File: src/rtl/fmadd_mul_pn_pkg.sv
// Shared constants and state encoding for the FMADD multiply/pre-normalise stage.
// Default field geometry is single precision.
package fmadd_mul_pn_pkg;

    localparam int STD_D  = 31;
    localparam int MAN_D  = 22;
    localparam int EXP_D  = 7;
    localparam int BIAD_D = 127;

    localparam int SIG_W  = MAN_D + 2;
    localparam int PROD_W = 2 * MAN_D + 4;
    localparam int EXP_W  = EXP_D + 1;
    localparam int NO_W   = 2 * MAN_D + EXP_D + 6;

    // Layout of the wide unrounded word handed to the rounder
    localparam int SIGN_POS = 2 * MAN_D + EXP_D + 5;
    localparam int EXP_HI   = 2 * MAN_D + EXP_D + 4;
    localparam int EXP_LO   = 2 * MAN_D + 4;
    localparam int PROD_HI  = 2 * MAN_D + 3;

    typedef enum logic [1:0] {
        IDLE = 2'd0,
        MUL  = 2'd1,
        NORM = 2'd2,
        DONE = 2'd3
    } state_t;

endpackage

File: src/rtl/fmadd_mul_pn_if.sv
// Operand/result handshake bundle between the operand source, this stage and the rounder.
interface fmadd_mul_pn_if
    import fmadd_mul_pn_pkg::*;
#(
    parameter int STD = STD_D,
    parameter int MAN = MAN_D,
    parameter int EXP = EXP_D
);
    logic                     in_valid;
    logic                     in_ready;
    logic [STD:0]             in_a;
    logic [STD:0]             in_b;
    logic                     out_valid;
    logic                     out_ready;
    logic [2*MAN+EXP+5:0]     out_no;
    logic                     out_overflow;
    logic                     out_sticky_pn;

    modport master (
        output in_valid, in_a, in_b, out_ready,
        input  in_ready, out_valid, out_no, out_overflow, out_sticky_pn
    );

    modport slave (
        input  in_valid, in_a, in_b, out_ready,
        output in_ready, out_valid, out_no, out_overflow, out_sticky_pn
    );
endinterface

File: src/rtl/fmadd_mul_pn_core.sv
// Iterative shift-add significand multiplier: one multiplier bit per cycle, LSB first,
// done pulses for one cycle after the last partial product has been accumulated.
module fmadd_mul_pn_core #(
    parameter int MAN = 22
) (
    input  logic                 clk,
    input  logic                 rst,
    input  logic                 start,
    input  logic [MAN+1:0]       mcand,
    input  logic [MAN+1:0]       mplier,
    output logic [2*MAN+3:0]     acc,
    output logic                 done
);
    localparam int SIGW  = MAN + 2;
    localparam int PRODW = 2 * MAN + 4;
    localparam int CNTW  = $clog2(SIGW);
    localparam logic [CNTW-1:0] LAST = CNTW'(MAN + 1);

    logic [PRODW-1:0] acc_p0;
    logic [PRODW-1:0] mcand_sh_p0;
    logic [SIGW-1:0]  mplier_p0;
    logic [CNTW-1:0]  cnt;
    logic             busy;
    logic             vld_p0;

    always_ff @(posedge clk or posedge rst) begin
        if (rst) begin
            acc_p0      <= '0;
            mcand_sh_p0 <= '0;
            mplier_p0   <= '0;
            cnt         <= '0;
            busy        <= 1'b0;
            vld_p0      <= 1'b0;
        end else begin
            vld_p0 <= 1'b0;
            if (start) begin
                acc_p0      <= '0;
                mcand_sh_p0 <= PRODW'(mcand);
                mplier_p0   <= mplier;
                cnt         <= '0;
                busy        <= 1'b1;
            end else if (busy) begin
                // mcand_sh_p0 always equals mcand << cnt here
                if (mplier_p0[cnt])
                    acc_p0 <= acc_p0 + mcand_sh_p0;
                mcand_sh_p0 <= mcand_sh_p0 << 1;
                cnt         <= cnt + 1'b1;
                if (cnt == LAST) begin
                    busy   <= 1'b0;
                    vld_p0 <= 1'b1;
                end
            end
        end
    end

    assign acc  = acc_p0;
    assign done = vld_p0;

endmodule

File: src/rtl/fmadd_mul_pn.sv
// FMADD multiply/pre-normalise stage: exact significand product, 1-bit normalisation,
// biased exponent with overflow/flush, and sticky of the bit shifted out.
module fmadd_mul_pn
    import fmadd_mul_pn_pkg::*;
#(
    parameter int STD  = STD_D,
    parameter int MAN  = MAN_D,
    parameter int EXP  = EXP_D,
    parameter int BIAD = BIAD_D
) (
    input  logic          clk,
    input  logic          rst,
    fmadd_mul_pn_if.slave bus
);
    localparam int SIGW  = MAN + 2;
    localparam int PRODW = 2 * MAN + 4;
    localparam int EW    = EXP + 1;
    localparam int SUMW  = EXP + 3;
    localparam int NOW   = PRODW + EW + 1;

    localparam logic signed [SUMW-1:0] BIAD_S  = SUMW'(BIAD);
    localparam logic signed [SUMW-1:0] ONE_S   = SUMW'(1);
    localparam logic signed [SUMW-1:0] ZERO_S  = '0;
    localparam logic signed [SUMW-1:0] OVF_LIM = SUMW'((1 << EW) - 1);

    // Returns {overflow, sticky, sign, exponent, product}. The raw product of two
    // normal significands has its leading one at bit PRODW-1 or PRODW-2; both cases
    // end with the leading one at the top of the product field.
    function automatic logic [NOW+1:0] norm_pack(
        input logic                   sign,
        input logic signed [SUMW-1:0] sum,
        input logic                   zero,
        input logic [PRODW-1:0]       p
    );
        logic                   shift;
        logic signed [SUMW-1:0] e;
        logic [PRODW-1:0]       q;
        logic                   st;
        shift = p[PRODW-1];
        e     = sum + (shift ? ONE_S : ZERO_S);
        q     = shift ? {p[PRODW-1:1], 1'b0} : {p[PRODW-2:0], 1'b0};
        st    = shift & p[0];
        if (zero || e <= ZERO_S)
            norm_pack = {1'b0, 1'b0, sign, {EW{1'b0}}, {PRODW{1'b0}}};
        else if (e >= OVF_LIM)
            norm_pack = {1'b1, 1'b0, sign, {EW{1'b1}}, {PRODW{1'b0}}};
        else
            norm_pack = {1'b0, st, sign, e[EW-1:0], q};
    endfunction

    state_t state, state_nxt;

    logic [EW-1:0]          ea, eb;
    logic [SIGW-1:0]        sig_a, sig_b;
    logic signed [SUMW-1:0] sum_in;
    logic                   accept;

    logic                   sign_p0;
    logic signed [SUMW-1:0] sum_p0;
    logic                   zero_p0;

    logic [PRODW-1:0]       prod;
    logic                   core_done;
    logic [NOW+1:0]         norm_w;

    logic [NOW-1:0]         no_p1;
    logic                   ovf_p1;
    logic                   sticky_p1;

    assign ea     = bus.in_a[MAN+1 +: EW];
    assign eb     = bus.in_b[MAN+1 +: EW];
    assign sig_a  = {|ea, bus.in_a[MAN:0]};
    assign sig_b  = {|eb, bus.in_b[MAN:0]};
    assign sum_in = $signed({2'b00, ea}) + $signed({2'b00, eb}) - BIAD_S;
    assign accept = (state == IDLE) && bus.in_valid;

    fmadd_mul_pn_core #(.MAN(MAN)) u_core (
        .clk    (clk),
        .rst    (rst),
        .start  (accept),
        .mcand  (sig_a),
        .mplier (sig_b),
        .acc    (prod),
        .done   (core_done)
    );

    assign norm_w = norm_pack(sign_p0, sum_p0, zero_p0, prod);

    always_ff @(posedge clk or posedge rst) begin
        if (rst) begin
            state     <= IDLE;
            sign_p0   <= 1'b0;
            sum_p0    <= '0;
            zero_p0   <= 1'b0;
            no_p1     <= '0;
            ovf_p1    <= 1'b0;
            sticky_p1 <= 1'b0;
        end else begin
            state <= state_nxt;
            // operand capture -> multiply
            if (accept) begin
                sign_p0 <= bus.in_a[STD] ^ bus.in_b[STD];
                sum_p0  <= sum_in;
                zero_p0 <= ~|sig_a | ~|sig_b;
            end
            // normalise -> result hold
            if (state == NORM) begin
                no_p1     <= norm_w[NOW-1:0];
                ovf_p1    <= norm_w[NOW+1];
                sticky_p1 <= norm_w[NOW];
            end
        end
    end

    always_comb begin
        state_nxt     = state;
        bus.in_ready  = 1'b0;
        bus.out_valid = 1'b0;
        unique case (state)
            IDLE: begin
                bus.in_ready = 1'b1;
                if (bus.in_valid) state_nxt = MUL;
            end
            MUL:  if (core_done) state_nxt = NORM;
            NORM: state_nxt = DONE;
            DONE: begin
                bus.out_valid = 1'b1;
                if (bus.out_ready) state_nxt = IDLE;
            end
            default: state_nxt = IDLE;
        endcase
    end

    assign bus.out_no        = no_p1;
    assign bus.out_overflow  = ovf_p1;
    assign bus.out_sticky_pn = sticky_p1;

endmodule

File: src/flat_wrapper.sv
// flat-port wrapper written by rule: the top's interface ports become plain ports
module fmadd_mul_pn_flat import fmadd_mul_pn_pkg::*;
#(
    parameter int STD  = STD_D,
    parameter int MAN  = MAN_D,
    parameter int EXP  = EXP_D,
    parameter int BIAD = BIAD_D
)
  (clk, rst, bus_in_valid, bus_in_a, bus_in_b, bus_out_ready, bus_in_ready, bus_out_valid, bus_out_no, bus_out_overflow, bus_out_sticky_pn);
  fmadd_mul_pn_if #(.STD(STD), .MAN(MAN), .EXP(EXP)) bus_i ();
  input  logic clk;
  input  logic rst;
  input wire logic [$bits(bus_i.in_valid)-1:0] bus_in_valid;
  input wire logic [$bits(bus_i.in_a)-1:0] bus_in_a;
  input wire logic [$bits(bus_i.in_b)-1:0] bus_in_b;
  input wire logic [$bits(bus_i.out_ready)-1:0] bus_out_ready;
  output wire logic [$bits(bus_i.in_ready)-1:0] bus_in_ready;
  output wire logic [$bits(bus_i.out_valid)-1:0] bus_out_valid;
  output wire logic [$bits(bus_i.out_no)-1:0] bus_out_no;
  output wire logic [$bits(bus_i.out_overflow)-1:0] bus_out_overflow;
  output wire logic [$bits(bus_i.out_sticky_pn)-1:0] bus_out_sticky_pn;
  assign bus_i.in_valid = bus_in_valid;
  assign bus_i.in_a = bus_in_a;
  assign bus_i.in_b = bus_in_b;
  assign bus_i.out_ready = bus_out_ready;
  assign bus_in_ready = bus_i.in_ready;
  assign bus_out_valid = bus_i.out_valid;
  assign bus_out_no = bus_i.out_no;
  assign bus_out_overflow = bus_i.out_overflow;
  assign bus_out_sticky_pn = bus_i.out_sticky_pn;
  fmadd_mul_pn #(.STD(STD), .MAN(MAN), .EXP(EXP), .BIAD(BIAD)) u_core (.clk(clk), .rst(rst), .bus(bus_i));
endmodule
File: config.mk
export PLATFORM = sky130hd
export DESIGN_NAME = fmadd_mul_pn_flat
export DESIGN_NICKNAME = d
export VERILOG_FILES = /design/src/rtl/fmadd_mul_pn_pkg.sv /design/src/rtl/fmadd_mul_pn_if.sv /design/src/rtl/fmadd_mul_pn_core.sv /design/src/rtl/fmadd_mul_pn.sv /design/src/flat_wrapper.sv
export SDC_FILE = /design/constraint.sdc
export NUM_CORES = 1
export LEC_CHECK = 0
export ABC_AREA = 0
export CAP_MARGIN = 30
export CORE_MARGIN = 1.5
export CORE_UTILIZATION = 60
export CTS_BUF_LIST = sky130_fd_sc_hd__clkbuf_8 sky130_fd_sc_hd__clkbuf_16
export CTS_CLUSTER_SIZE = 10
export DETAILED_ROUTE_END_ITERATION = 8
export GPL_TIMING_DRIVEN = 0
export PLACE_DENSITY = 0.84
export REMOVE_ABC_BUFFERS = 1
export SYNTH_ARGS = -nofsm -noshare
export SYNTH_HDL_FRONTEND = slang
export SYNTH_SLANG_ARGS = --single-unit
File: constraint.sdc
create_clock -name clk -period 12.05 [get_ports clk]
set_input_delay 2.41 -clock clk [delete_from_list [all_inputs] [get_ports clk]]
set_output_delay 2.41 -clock clk [all_outputs]
set_load 0.01 [all_outputs]
**After elaboration in Yosys (flattened, before gate mapping)**

Cells that the tools add are included.
W data, S select, Z words.

- Flip-flop bits (word level): 200
- Input bits: 68
- Word-level logic and storage cells: 69
- Output and inout port bits: 61

- Mux-type cells: 25
- Add/sub/neg operators: 5
- Eq/ne operators: 7
- Reduce and logical (&&, ||, !) cells: 13
- $lt $le $gt $ge: 3
- Bitwise gates (word level): 3

Operator list:

| operator | count |
|---|---|
| $mux W48 | 6 |
| $mux W59 | 2 |
| $reduce_or A31 Y1 | 2 |
| $add A48 B48 Y48 | 1 |
| $reduce_or A8 Y1 | 2 |
| $add A10 B10 Y10 | 1 |
| $ge A10 B9 Y1 const B | 1 |
| $le A10 B1 Y1 const B | 1 |
| $mux W1 | 10 |
| $mux W5 | 2 |
| $sub A10 B8 Y10 const B | 1 |
| $add A8 B8 Y9 | 1 |
| $pmux W2 S4 | 1 |
| $lt A5 B6 Y1 const B | 1 |
| $mux W2 | 3 |
| $ne A2 B2 Y1 const B | 3 |
| $add A5 B1 Y5 const B | 1 |
| $bmux W1 S5 | 1 |
| $eq A5 B5 Y1 const B | 1 |
| $eq A2 B2 Y1 const B | 2 |
| $reduce_bool A2 Y1 | 2 |
| $reduce_and A3 Y1 | 1 |
| $eq A2 B1 Y1 const B | 1 |
| $logic_not A1 Y1 | 2 |
| other kinds (7) | 7 |

**Longest topological paths before layout**

- Depth after elaboration: 5
- Gate-level depth with buffers: 13
- Depth with buffers taken out: 12

**By module**

Synthesis repeated with hierarchy kept, for this count alone.

- Cell total of the unflattened synthesis: 1266
- Area, all modules: 12021.5 um^2

By module, submodules not included:

| module | seq. area each (um^2) | instances | cells an instance | area an instance (um^2) |
|---|---|---|---|---|
| fmadd_mul_pn_core | 3178.0 | 1 | 848 | 7947.6 |
| fmadd_mul_pn | 1801.7 | 1 | 418 | 4073.9 |

**Worst setup path after synthesis**

Ideal clock, no wire load.

- Path kind: input to register
- From: in bus_in_b[23]
- To: reg u_core.sum_p0[8]
- Library setup time: 0.083 ns
- Cell stages on the path: 11
- Arrival time: 4.238 ns
- Slack: 7.730 ns
- Path buffers: 0
- Data required time: 11.967 ns
- Path through: ha_1 > fa_1 > a21oi_1 > nor2_1 > nor2_1 > xnor2_1 > nand2_1 > nor3b_1 > a21oi_1 > xor2_1 > o21ai_0

- Longest elaborated chain between the ends: 2

RTL lines:

| element | RTL line | text |
|---|---|---|
| start, declared | flat_wrapper.sv:15 | `input wire logic [$bits(bus_i.in_b)-1:0] bus_in_b;` |
| $add A8 B8 Y9 | fmadd_mul_pn.sv:74 | `assign sum_in = $signed({2'b00, ea}) + $signed({2'b00, eb}) - BIAD_S;` |
| $sub A10 B8 Y10 | fmadd_mul_pn.sv:74 |  |
| end signal, assigned | fmadd_mul_pn.sv:103 | `sum_p0 <= sum_in;` |
| end, declared | fmadd_mul_pn.sv:59 | `logic signed [SUMW-1:0] sum_p0;` |

Every way passes these cells.
A chain may end at the register's enable or synchronous reset.

**Worst setup path after layout**

- From: in bus_in_a[24]
- To: reg u_core.sum_p0[8]

- Longest elaborated chain between the ends: 2

RTL lines:

| element | RTL line | text |
|---|---|---|
| start, declared | flat_wrapper.sv:14 | `input wire logic [$bits(bus_i.in_a)-1:0] bus_in_a;` |
| $add A8 B8 Y9 | fmadd_mul_pn.sv:74 |  |
| $sub A10 B8 Y10 | fmadd_mul_pn.sv:74 |  |

Every way passes these cells.

==> flow_metrics.tcl <==
set metrics [dict create \
    regToRegEndpoint "u_core.bus.out_no[42]" \
    synth_seq_area_share 0.417 \
    overflow 0 \
    grt.total_usage 0.284 \
    fp.dieW_um 144 \
    cellPowerDensity_nw_per_um2 270 \
    postCtsSetupRepairBufs 0 \
    final-seq-area_sq_um 4990 \
    vdd.ir_drop.worst_mv 0.162 \
    num-nets-final 1508 \
    dr_total_vias 9935 \
    cell_count_after_placement 1621 \
    timing.setup.tns_ns 0 \
    syn-mean-instance-area_sq_um 9.26 \
    placement.io_buffers 127 \
    critical_path_cell_with_the_highest_stage_delay "sky130_fd_sc_hd__clkdlybuf4s50_1" \
    area_delta_synth_final_pct 17.0 \
    post_synth_most_frequent_cells "sky130_fd_sc_hd__dfrtp_1, sky130_fd_sc_hd__nand2_1, sky130_fd_sc_hd__nor2_1" \
    ctsLongestPathBuffers 2 \
    finalWeightedCongestion 0.913 \
    synthesized_netlist_cell_count 1289 \
    fp.dieArea_sq_um 20700 \
    timing_max_transition_violations_final 0 \
    endpoint_kind "register" \
    r2r_cells 11 \
    seqPwrFrac 0.325 \
    floorplan.initialDensity 0.613 \
    vias_per_cell 6.01 \
    post-dp-hpwl_mm 19.3 \
    clock-sinks 199 \
    worstSetupStartpointType "primary input" \
    routedWlPerCell_um 16.9 \
    ctsRootBufferMaster "sky130_fd_sc_hd__clkbuf_16" \
    grt_first_pass_wirelength_mm 46.7 \
    synth-main-ff-cell "sky130_fd_sc_hd__dfrtp_1" \
    p_switching_mw 1.66 \
    detail_route.iter0.violations 891 \
    timing.clock.skew_ns 0.00805 \
    timing.hold.worst_path_depth 2 \
    num_antenna_cells 0 \
    finalHoldViolCount 0 \
    fillCellCount 1423 \
    ys_warn_count 0 \
    maxClockFrequency_mhz 219 \
    r2r_start "u_core.u_core.acc[47]" \
    path_common_cell "sky130_fd_sc_hd__a21oi_1" \
    postRouteWirelength_mm 28.0 \
    finalCritPeriodShare 0.380 \
    tightestPinTransition_ns 0.987 \
    final-setup-viol-count 0 \
    crit_chain "clkdlybuf4s50_1 > ha_1 > a21o_1 > a21oi_1 > o21bai_1 > a21oi_1 > xnor2_1 > nor3b_1 > a21oi_1 > xor2_1 > o21ai_0" \
    cts-hold-fix-buffers 0 \
    cp.buffers_inverters 1 \
    fp.coreArea_sq_um 19500 \
    grt_start_max_net_pins 106 \
    worstHoldPathType "reg -> reg" \
    final_antenna_violating_net_count 0 \
    yosysUniqueCellTypes 70 \
    cellInternalPower_mw 2.12 \
    cts_htree_levels 4 \
    multiInputGateArea_sq_um 6320 \
    unrepaired_setup_endpoints_after_global_routing "false" \
    data_arrival_time_of_the_critical_path_ns 4.95 \
    synthDominantAreaCellType "sky130_fd_sc_hd__dfrtp_1" \
    worst_path_largest_cell_delay_ns 0.54 \
    critPathKind "in -> reg" \
    cap_viol_max_count 0 \
    io-pin-count 129 \
    ctsResizeCount 0 \
    relSlewSlack 0.342 \
    clkPwrFrac 0.152 \
    floorplan.rows 51 \
    post_layout_total_power_mw 3.78 \
    post_route_cells_drive_above_1_share 0.0526 \
    crit_family "compound AO/OA/AOI/OAI gates" \
    asyncSetResetFlopFracSynth 1.00 \
    cts_tree "done" \
    drt_first_pass_iters 5 \
    fin_worst_hold_slack_ns 0.477 \
    cp.depth 11 \
    remaining_drc_errors 0 \
    synth_top_area_frac 0.417 \
    antenna_violations_before_repair 0 \
    run_status "complete, no violations" \
    final_core_utilization 0.717 \
    beginning_of_the_critical_path "bus_in_a[24]" \
    clkTransAtPathRegs_ns 0.07 \
    power_leakage_nw 6.50 \
    synth-seq-cells 199 \
    post-synth-top-count-cell "sky130_fd_sc_hd__dfrtp_1" \
    post_layout_nonfiller_instances 1653 \
    grt_pass1_vias 9642 \
    comb_power_share 0.523 \
    post_synth_main_area_contributors "sky130_fd_sc_hd__dfrtp_1, sky130_fd_sc_hd__mux2i_1, sky130_fd_sc_hd__ha_1, sky130_fd_sc_hd__nand2_1, sky130_fd_sc_hd__nor2_1" \
    sw_frac_of_total 0.440 \
    clk-insertion-delay-late_ns 0.45 \
    cts_made_buffers 17 \
    synth_enable_flop_cells 0 \
    timing.critical_path.to "u_core.sum_p0[8]" \
    setup.reg_to_reg.worst_slack_ns 7.95 \
    die_y_um 144 \
    critical_path.max_fanout 3 \
    finalCriticalPeriod_ns 4.58 \
    worst_ep_required_time_ns 12.43 \
    synthesis.area_sq_um 11900 \
]
==> routing by layer <==
metal | vias to the layer above | GRT usage | wire (um)
met5 | - | 0 | 0
met4 | 0 | 0.0945 | 575
met3 | 57 | 0.0437 | 1360
met2 | 312 | 0.468 | 13500
met1 | 4843 | 0.384 | 12600
li1 | 4723 | - | -
==> area by class of cell <==
cell class                      instances  share of cell area
Sequential cell                       199               0.357
Clock inverter                         12             0.00833
Tap cell                              265              0.0237
Timing Repair Buffer                  133               0.101
Multi-Input combinational cell        940               0.453
Inverter                               84              0.0231
Clock buffer                           20              0.0334
==> layout by cell type, fill, tap and decap left out, types with 5 or more instances in the layout <==
| cell type | count |
|---|---|
| sky130_fd_sc_hd__a21o_1 | 27 |
| sky130_fd_sc_hd__and3_1 | 9 |
| sky130_fd_sc_hd__nor4b_1 | 6 |
| sky130_fd_sc_hd__o22ai_1 | 59 |
| sky130_fd_sc_hd__clkbuf_16 | 17 |
| sky130_fd_sc_hd__o21bai_1 | 9 |
| sky130_fd_sc_hd__a21oi_2 | 5 |
| sky130_fd_sc_hd__clkdlybuf4s50_1 | 127 |
| sky130_fd_sc_hd__nor3_1 | 17 |
| sky130_fd_sc_hd__a211oi_1 | 8 |
| sky130_fd_sc_hd__xor2_1 | 26 |
| sky130_fd_sc_hd__a31oi_1 | 8 |
| sky130_fd_sc_hd__nand4_1 | 15 |
| sky130_fd_sc_hd__ha_1 | 62 |
| sky130_fd_sc_hd__mux2i_1 | 106 |
| sky130_fd_sc_hd__nor4_1 | 15 |
| sky130_fd_sc_hd__nor2b_1 | 5 |
| sky130_fd_sc_hd__a21oi_1 | 67 |
| sky130_fd_sc_hd__o21a_1 | 7 |
| sky130_fd_sc_hd__o21ai_0 | 67 |
| sky130_fd_sc_hd__xnor2_1 | 29 |
| sky130_fd_sc_hd__nor2_1 | 119 |
| sky130_fd_sc_hd__nand2b_1 | 6 |
| sky130_fd_sc_hd__nand3b_1 | 6 |
| sky130_fd_sc_hd__o211ai_1 | 9 |
| sky130_fd_sc_hd__nand2_1 | 165 |
| sky130_fd_sc_hd__o21ai_1 | 5 |
| sky130_fd_sc_hd__mux4_2 | 7 |
| sky130_fd_sc_hd__inv_1 | 82 |
| sky130_fd_sc_hd__dfrtp_1 | 197 |
| sky130_fd_sc_hd__nand3_1 | 19 |
==> metrics by stage <==
stage,instance area (sq um),worst slack [ns]
after floorplan,11600,4.21
after CTS,14000,7.47
final,14000,7.47
after global routing,14000,7.25
after detailed placement,13400,7.02
after global placement,13200,1.83
==> kinds of logic (layout without fill, tap and decap cells) <==
| kind of cell | count (synthesis) | after routing | synth area share |
|---|---|---|---|
| fa+ha+maj | 65 | 65 | 0.0694 |
| mux | 115 | 115 | 0.104 |
| other cells | 1 | 1 | 0.000314 |
| compound gates | 299 | 299 | 0.162 |
| flops | 199 | 199 | 0.417 |
| simple gates | 405 | 405 | 0.153 |
| buf+inv | 150 | 249 | 0.0533 |
| xor+xnor | 55 | 55 | 0.0404 |
==> registers in the layout, indices dropped and copies added, names as in the netlist, 2 cells and up <==
name and count:
u_core.bus.out_no 56, u_core.u_core.acc 48, u_core.u_core.mcand_sh_p0 48, u_core.u_core.mplier_p0 24
u_core.sum_p0 10, u_core.u_core.cnt 5, u_core.state 2
==> worst register-to-register path: stages, from the launching register on <==
cell                      delay, ns
sky130_fd_sc_hd__dfrtp_4       1.03
sky130_fd_sc_hd__ha_1          0.37
sky130_fd_sc_hd__ha_1          0.24
sky130_fd_sc_hd__xor2_1        0.27
sky130_fd_sc_hd__nand4_1       0.13
sky130_fd_sc_hd__nor4b_1       0.33
sky130_fd_sc_hd__o21a_1        0.16
sky130_fd_sc_hd__o21ai_1       0.07
sky130_fd_sc_hd__nor2b_1       0.43
sky130_fd_sc_hd__or2_2         0.58
sky130_fd_sc_hd__buf_16        0.23
sky130_fd_sc_hd__o22ai_1       0.12
==> power groups by stage <==
| stage | registers (mW) | clock network, mW | logic [mW] |
|---|---|---|---|
| 2_1_floorplan | 1.19 | 0 | 1.37 |
| 3_3_place_gp | 1.22 | 0 | 1.86 |
| 3_5_place_dp | 1.23 | 0 | 1.94 |
| 4_1_cts | 1.22 | 0.575 | 1.96 |
| 5_1_grt | 1.27 | 0.599 | 2.19 |
| 6_report | 1.23 | 0.572 | 1.97 |
==> how the worst min path moves through the flow <==
stage,from,endpoint
after floorplan,u_core.u_core.mplier_p0[12],u_core.u_core.mplier_p0[12]
after global placement,u_core.u_core.mplier_p0[15],u_core.u_core.mplier_p0[15]
after detailed placement,u_core.u_core.mplier_p0[5],u_core.u_core.mplier_p0[5]
after CTS,u_core.u_core.mplier_p0[5],u_core.u_core.mplier_p0[5]
after global routing,u_core.u_core.mplier_p0[1],u_core.u_core.mplier_p0[1]
final,u_core.u_core.mplier_p0[5],u_core.u_core.mplier_p0[5]
No activity file was read; power rests on OpenSTA's default activity.
